<file path="src/rtl/keypad_scanner.sv">
// keypad_scanner
//   Scans a 4x4 active-low keypad matrix one row at a time, synchronises and
//   debounces the column returns, and reports each accepted press exactly once.
//
// Ports
//   clk        system clock (low-frequency oscillator)
//   resetn     asynchronous active-low reset
//   col_in     keypad columns, pulled up; a pressed key on the driven row pulls its column low
//   row_out    keypad rows, active-low, exactly one row driven at a time
//   key_code   code of the last accepted key, held until the next accepted key
//   key_valid  one-cycle pulse in the cycle key_code takes a new value
//   key_held   high while the accepted key is still pressed (until release is debounced)

module keypad_scanner #(
    parameter int SCAN_DIV   = 16,  // cycles each row is driven before it is sampled (>= 4)
    parameter int DEBOUNCE_N = 4    // identical samples needed to accept a press or release (>= 2)
) (
    input  logic       clk,
    input  logic       resetn,
    input  logic [3:0] col_in,
    output logic [3:0] row_out,
    output logic [3:0] key_code,
    output logic       key_valid,
    output logic       key_held
);

    localparam int DW = $clog2(SCAN_DIV);
    localparam int CW = $clog2(DEBOUNCE_N + 1);
    localparam logic [DW-1:0] DWELL_LAST = DW'(SCAN_DIV - 1);
    localparam logic [CW-1:0] CNT_LAST   = CW'(DEBOUNCE_N - 1);

    typedef enum logic [1:0] {
        SCAN,
        DEBOUNCE,
        HELD
    } state_t;

    state_t        state_q, state_d;
    logic [3:0]    col_meta, col_s;
    logic [DW-1:0] dwell_q;
    logic [1:0]    row_q, row_d;
    logic [CW-1:0] cnt_q, cnt_d;
    logic [1:0]    key_col_q, key_col_d;
    logic [3:0]    code_d;
    logic          valid_d, held_d;

    logic          sample;
    logic [2:0]    low_cnt;
    logic [1:0]    low_col;
    logic          single;

    // Key legend: A/B/C/D = + - x /, E = clear (*), F = equals (#).
    function automatic logic [3:0] map_key(input logic [1:0] row, input logic [1:0] col);
        case ({row, col})
            4'h0: map_key = 4'h1;
            4'h1: map_key = 4'h2;
            4'h2: map_key = 4'h3;
            4'h3: map_key = 4'hA;
            4'h4: map_key = 4'h4;
            4'h5: map_key = 4'h5;
            4'h6: map_key = 4'h6;
            4'h7: map_key = 4'hB;
            4'h8: map_key = 4'h7;
            4'h9: map_key = 4'h8;
            4'hA: map_key = 4'h9;
            4'hB: map_key = 4'hC;
            4'hC: map_key = 4'hE;
            4'hD: map_key = 4'h0;
            4'hE: map_key = 4'hF;
            4'hF: map_key = 4'hD;
        endcase
    endfunction

    // Two-flop synchroniser; columns idle high, so reset to "no key".
    // NOTE: registers use non-blocking assignments so every flop samples the
    // pre-edge value of its source regardless of process evaluation order.
    always_ff @(posedge clk or negedge resetn) begin
        if (!resetn) begin
            col_meta <= 4'hF;
            col_s    <= 4'hF;
        end else begin
            col_meta <= col_in;
            col_s    <= col_meta;
        end
    end

    // Free-running dwell counter; its last count is the only decision point.
    assign sample = (dwell_q == DWELL_LAST);

    always_ff @(posedge clk or negedge resetn) begin
        if (!resetn)     dwell_q <= '0;
        else if (sample) dwell_q <= '0;
        else             dwell_q <= dwell_q + DW'(1);
    end

    // Exactly one low column is a key; several low columns are rejected.
    always_comb begin
        low_cnt = '0;
        low_col = '0;
        for (int i = 0; i < 4; i++) begin
            if (!col_s[i]) begin
                low_cnt = low_cnt + 3'd1;
                low_col = 2'(i);
            end
        end
    end

    assign single  = (low_cnt == 3'd1);
    assign row_out = ~(4'b0001 << row_q);

    // NOTE: every signal driven here gets a default first, so no path through
    // the case statement can leave it unassigned and infer a latch.
    always_comb begin
        state_d   = state_q;
        row_d     = row_q;
        cnt_d     = cnt_q;
        key_col_d = key_col_q;
        code_d    = key_code;
        valid_d   = 1'b0;
        held_d    = key_held;

        if (sample) begin
            case (state_q)
                SCAN: begin
                    if (single) begin
                        key_col_d = low_col;
                        cnt_d     = CW'(1);
                        state_d   = DEBOUNCE;
                    end else begin
                        row_d = row_q + 2'd1;
                    end
                end
                DEBOUNCE: begin
                    if (single && low_col == key_col_q) begin
                        // The Nth agreeing sample commits the key on this edge,
                        // so the strobe appears in the following cycle.
                        if (cnt_q == CNT_LAST) begin
                            code_d  = map_key(row_q, key_col_q);
                            valid_d = 1'b1;
                            held_d  = 1'b1;
                            cnt_d   = '0;
                            state_d = HELD;
                        end else begin
                            cnt_d = cnt_q + CW'(1);
                        end
                    end else begin
                        cnt_d   = '0;
                        row_d   = row_q + 2'd1;
                        state_d = SCAN;
                    end
                end
                HELD: begin
                    // Release needs every column high: a second key held on this
                    // row keeps the first one "held" until both are let go.
                    if (col_s == 4'hF) begin
                        if (cnt_q == CNT_LAST) begin
                            held_d  = 1'b0;
                            cnt_d   = '0;
                            row_d   = row_q + 2'd1;
                            state_d = SCAN;
                        end else begin
                            cnt_d = cnt_q + CW'(1);
                        end
                    end else begin
                        cnt_d = '0;
                    end
                end
                default: state_d = SCAN;
            endcase
        end
    end

    always_ff @(posedge clk or negedge resetn) begin
        if (!resetn) begin
            state_q   <= SCAN;
            row_q     <= 2'd0;
            cnt_q     <= '0;
            key_col_q <= 2'd0;
            key_code  <= 4'h0;
            key_valid <= 1'b0;
            key_held  <= 1'b0;
        end else begin
            state_q   <= state_d;
            row_q     <= row_d;
            cnt_q     <= cnt_d;
            key_col_q <= key_col_d;
            key_code  <= code_d;
            key_valid <= valid_d;
            key_held  <= held_d;
        end
    end

endmodule

</file>
<file path="config.mk">
export PLATFORM = sky130hd
export DESIGN_NAME = keypad_scanner
export DESIGN_NICKNAME = d
export VERILOG_FILES = /design/src/rtl/keypad_scanner.sv
export SDC_FILE = /design/constraint.sdc
export NUM_CORES = 1
export LEC_CHECK = 0
export ABC_AREA = 1
export BUFFER_PORTS_ARGS = -buffer_cell sky130_fd_sc_hd__buf_2
export CORE_ASPECT_RATIO = 0.9
export CORE_MARGIN = 4
export CORE_UTILIZATION = 45
export CTS_CLUSTER_DIAMETER = 120
export CTS_CLUSTER_SIZE = 10
export DETAILED_ROUTE_END_ITERATION = 16
export GPL_TIMING_DRIVEN = 0
export SYNTH_ARGS = -nofsm -noshare
export SYNTH_HDL_FRONTEND = slang
export SYNTH_SLANG_ARGS = --single-unit
</file>
<file path="constraint.sdc">
create_clock -name clk -period 3.1 [get_ports clk]
set_clock_uncertainty 0.1 [all_clocks]
set_input_delay 0.465 -clock clk [delete_from_list [all_inputs] [get_ports clk]]
set_output_delay 0.465 -clock clk [all_outputs]
set_load 0.01 [all_outputs]
</file>
==> metrics, run 1 <==
mapped cell area between 1500 and 2000 um^2; FMAX 383.6 MHz; Worst Path Arrival ~2700 ps; Critical Path Source col_s[1]; Routed wire per std cell about 11 um; clock slew at reported path FFs roughly 90 ps; core area 3353 um^2; die area between 4000 and 5000 um^2; global placer's final weighted congestion roughly 0.83; Final Hold Vio Count 0; Num CTS Buffers 3; HP Class in -> async; CTS tree built; Critical-path top delay cell dfstp_2; max incr delay on CP between 500 and 600 ps; status complete, no violations; initial core utilization between 40% and 50%; Startpoint Class flop; gr usage total about 14%; most used cell, CP nand2_1; dpl cell area 1694 um^2; fraction of layout cells with a size suffix above 1 17.96%; Peak supply drop 0.2990 mV; row count 20; DRC violations left 0; Layout Nets 230; Setup TNS Final 0 ps; Detailed Place HPWL 2.182 mm; # Max-Cap Violations 0; final core occ 51.87%; LEAKAGE slightly below 1 nW; H-tree Lvls 1; Max Slew Vio Count 0; Antenna Nets Post-Route 0; IO Port Bufs 15; Num Clock Sinks 27; Final period util a little over four fifths; post-route setup slack slightly below 500 ps; fin crit period between 2000 and 3000 ps; element type at the critical path end flop; CP required approximately 3200 ps; CTS root buf clkbuf_8; Area Overhead vs Synth 11.20%; RSZ-0062 raised after global routing no; die height ~64 um; vias in the first global route roughly 1200; CTS Hold Bufs 0; drt first pass iters 4; total routed wirelength about 2.8 mm; Cell Pwr Density between 500 and 600 nW/um^2; Ports 16; initial antenna violation count 0; antenna cells 0; 1st-iter DRT viols 55; Rel. slew slack ~61%; post-CTS setup buffer count 0; Die Wd ~70 um; Bufs on Longest Clock Path 2; PostCTS Resize Cnt 0; final setup violation count 0; Seq cells post-synth 27; yosys warns 0; syn nets 210; # fillers 330; dpl ws ~510 ps; CP max FO 6; routed via count roughly 1200; Synth cell types 24; grt ovf 0; Synth Instances between 150 and 200; Tightest Pin Transition a little under 600 ps; Syn Area/Cell around 8.4 um^2; Via-to-Cell Ratio about 4.8; sequence of cells on the critical path inv_1 -> ha_1 -> inv_1 -> nand2_1 -> nand2_1 -> ha_1 -> nor2_1 -> nand3_1 -> a21oi_4 -> nand3_2 -> nand3_1 -> inv_1 -> nand2_1 -> nand2_1; largest net degree at the start of global routing 28; first-pass GRT wire length between 5 and 6 mm; CP Class reg -> reg; reg-to-reg startpoint col_s[1]; worst skew pair latency between 200 and 300 ps; sequential-to-total area share from yosys stat 43.84%; final instance area 1739 um^2
logic make-up after synthesis:
kind of cell / after synthesis / share of synthesized area, %
flip-flops: 27 / 43.84
XOR/XNOR: 3 / 1.680
adder cells (fa/ha/maj): 17 / 13.60
AND/OR/NAND/NOR: 89 / 25.20
buffers and inverters: 31 / 7.440
AO/OA/AOI/OAI: 20 / 8.241
path summary, 6_finish.rpt:
check / slack [ps] / cells past startpoint / end
setup / recovery: 490 / 14 / row_q[0]
hold / removal: 90 / 1 / key_code[3]
setup reg to reg: 490 / 14 / row_q[0]
hold reg to reg: 260 / 0 / col_s[1]
max in group asynchronous: 2430 / 1 / col_meta[1]
min in group clk: 190 / 1 / col_meta[3]
synthesized netlist by cell type, drive strengths merged:
cell type | instances | area share (%)
nand3 | 15 | 5.4
o211ai | 1 | 0.48
inv | 31 | 7.4
nand2 | 54 | 13
nor3 | 1 | 0.32
xor2 | 3 | 1.7
nor2 | 12 | 3.0
or2 | 3 | 1.2
ha | 17 | 14
nand3b | 1 | 0.48
o211a | 1 | 0.64
o21ai | 10 | 3.2
a22oi | 1 | 0.48
a31o | 1 | 0.56
dfrtp | 19 | 30
dfstp | 8 | 13
a21oi | 6 | 2.9
nand4 | 3 | 1.6
cell type report:
| class | instances | area (um^2) | area share, % |
|---|---|---|---|
| multi-input cells | 129 | 762.0 | 43.81 |
| flip-flops and latches | 27 | 685.7 | 39.42 |
| inverters | 31 | 116.4 | 6.691 |
| repair buffers | 15 | 75.07 | 4.317 |
| well taps | 44 | 55.05 | 3.165 |
| clock buffers | 4 | 45.04 | 2.590 |
per-layer routing:
metal	share of wire, %	wire length, um	track usage [%]	up-vias
met4	0.69	19	3.589	0
met2	47	1300	23.47	15
li1	-	-	-	629
met1	49	1345	18.69	542
met3	3.5	98	3.616	2
met5	0	0	0	-
registers in the layout, indices dropped and copies added (netlist names):
signal	cells
cnt_q	3
col_meta	4
col_s	4
dwell_q	4
key_code	4
key_col_q	2
key_held	1
key_valid	1
row_q	2
state_q	2
critical path, delay by kind of cell (launching register included):
kind | cells | cell delay [ps]
adder cells (fa/ha/maj) | 2 | 620
AND/OR/NAND/NOR | 8 | 780
AO/OA/AOI/OAI | 1 | 280
buffers and inverters | 3 | 180
flip-flops | 1 | 540
layout by cell type (no fill, tap or decap):
cell type,netlist,final
a21oi_1,4,4
a21oi_2,1,1
a21oi_4,1,1
a22oi_1,1,1
a31o_2,1,1
buf_2,0,15
clkbuf_1,0,1
clkbuf_8,0,3
dfrtp_1,19,19
dfstp_2,8,8
ha_1,17,17
inv_1,31,31
nand2_1,53,53
nand2_2,1,1
nand3_1,13,13
nand3_2,2,2
nand3b_1,1,1
nand4_1,2,2
nand4_2,1,1
nor2_1,11,11
nor2_2,1,1
nor3_1,1,1
o211a_1,1,1
o211ai_1,1,1
o21ai_0,10,10
or2_2,3,3
xor2_1,3,3
stage by stage:
stage	hold WS (ps)	instances	power (mW)
after floorplan	69.41	187	0.6977
after CTS	101.5	250	1.005
after detailed placement	248.1	246	0.8082
after global placement	246.1	246	0.7872
final	88.49	250	0.9932
after global routing	125.6	250	1.089
power by group:
| group | total, mW | switching, mW | internal [mW] |
|---|---|---|---|
| combinational | 0.348 | 0.211 | 0.137 |
| clock | 0.194 | 0.102 | 0.0919 |
| sequential | 0.450 | 0.0565 | 0.394 |
Power figures use the tool's default switching activity.
==> inputs of run 2 (changes only) <==
==> constraint.sdc (replaced) <==
create_clock -name clk -period 2.4 [get_ports clk]
set_clock_uncertainty 0.1 [all_clocks]
set_input_delay 0.36 -clock clk [delete_from_list [all_inputs] [get_ports clk]]
set_output_delay 0.36 -clock clk [all_outputs]
set_load 0.01 [all_outputs]
==> metrics, run 2 (same netlist as run 1, synthesis figures left out) <==
Via-to-Cell Ratio roughly 4.8; Ports 16; Rel. slew slack 61.33%; Worst Path Arrival between 2000 and 3000 ps; die height 63.93 um; Die Wd 70.14 um; multi-input logic area about 870 um^2; Register Area between 600 and 700 um^2; drt first pass iters 4; sequence of cells on the critical path inv_2 -> ha_4 -> nand2_2 -> nand2_4 -> ha_4 -> nor2_4 -> nand3_4 -> a21oi_4 -> nand3_4 -> nand3_4 -> inv_2 -> nand2_1 -> nand2_1; final instance area just under 2000 um^2; routed via count about 1200; CP top delay family simple AND/OR/NAND/NOR gates; IO Port Bufs 15; final core occ 57.50%; Antenna Nets Post-Route 0; CP max FO 6; total routed wirelength roughly 3.1 mm; core area about 3400 um^2; gr usage total about 15%; Max Slew Vio Count 0; status complete, but fails checks; element type at the critical path end flop; # fillers about 310; vias in the first global route approximately 1300; Area Overhead vs Synth 23.28%; die area 4484 um^2; Peak supply drop about 0.43 mV; Final Hold Vio Count 0; max incr delay on CP about 550 ps; Setup TNS Final -112.1 ps; DRC violations left 0; most used cell, CP nand3_4; worst skew pair latency ~270 ps; WP buf/inv 2; Num CTS Buffers 3; CP Class reg -> reg; clock slew at reported path FFs about 90 ps; HP Class in -> reg; 1st-iter DRT viols 50; row count 20; CTS root buf clkbuf_8; commonest non-fill, non-tap cell in the layout nand2_1; fraction of layout cells with a size suffix above 1 roughly 29%; dpl ws -187.2 ps; # Max-Cap Violations 0; Startpoint Class flop; H-tree Lvls 1; Tightest Pin Transition 580.1 ps; failing checks negative setup slack; placed cells between 200 and 250; Bufs on Longest Clock Path 2; Post-Layout Cell Count ~260; Detailed Place HPWL 2.182 mm; CTS tree built; first-pass GRT wire length 5.444 mm; antenna cells 0; Routed wire per std cell approximately 12 um; global placer's final weighted congestion 0.8323; dpl cell area 1694 um^2; hold slack final 79.71 ps; FMAX ~400 MHz; LEAKAGE between 1 and 1.5 nW; post-route setup slack -37.90 ps; initial antenna violation count 0; RSZ-0062 raised after global routing yes; most frequent cells in the layout nand2_1 (47), inv_1 (26), dfrtp_1 (19); Cell Pwr Density just over 700 nW/um^2; initial core utilization a little under half; Layout Nets around 240; largest net degree at the start of global routing 28; final setup violation count 4; Num Clock Sinks 27; fin crit period 2438 ps; Overall Power about 1.4 mW; Critical-path top delay cell dfstp_2; Final period util 101.6%; grt ovf 0; CP required 2460 ps
-- run 2: cell count changes in the layout (fill, tap and decap cells not counted), moves of 3 or more --
| cell | delta |
|---|---|
| buf_4 | +7 |
| nand3_4 | +3 |
| nand2_2 | +3 |
| inv_1 | -5 |
| nand2_4 | +3 |
| nand3_1 | -3 |
| inv_2 | +4 |
| o21ai_0 | -6 |
| o21ai_1 | +6 |
| nand2_1 | -6 |
-- run 2: where the power goes --
| group | total, mW | switching [mW] | internal [mW] |
|---|---|---|---|
| logic | 0.537 | 0.315 | 0.222 |
| clock network | 0.252 | 0.134 | 0.119 |
| registers | 0.585 | 0.0762 | 0.509 |
-- run 2: final timing paths --
check	to	startpoint	depth (start not counted)	slack, ps
worst min register to register	col_s[1]	col_meta[1]	0	260
worst min-delay path	col_meta[3]	col_in[3]	1	80
worst max register to register	row_q[0]	col_s[0]	13	-40
min in group asynchronous	state_q[1]	resetn	2	520
max in group asynchronous	key_code[1]	resetn	2	1300
worst max-delay path	row_q[0]	col_s[0]	13	-40
-- run 2: final cells by class --
class	instances	share of cell area [%]
Multi-Input combinational cell	129	45.36
Tap cell	44	2.855
Sequential cell	27	35.56
Timing Repair Buffer	24	7.722
Inverter	31	6.165
Clock buffer	4	2.336
-- run 2: per-layer routing --
layer | up-vias | track usage [%] | wire length, um
met2 | 11 | 25.83 | 1504
met4 | 0 | 3.589 | 19
met1 | 580 | 19.28 | 1453
met3 | 2 | 3.616 | 87
met5 | - | 0 | 0
li1 | 644 | - | -
-- run 2: timing repair --
action | CTS | global route
gates resized for setup | 17 | 17
hold buffers | 1 | 0
cloned | 0 | 0
setup endpoints to repair | 15 | 15
pin swaps | 7 | 14
endpoints found under the hold margin | 19 | 0
setup buffers | 3 | 5
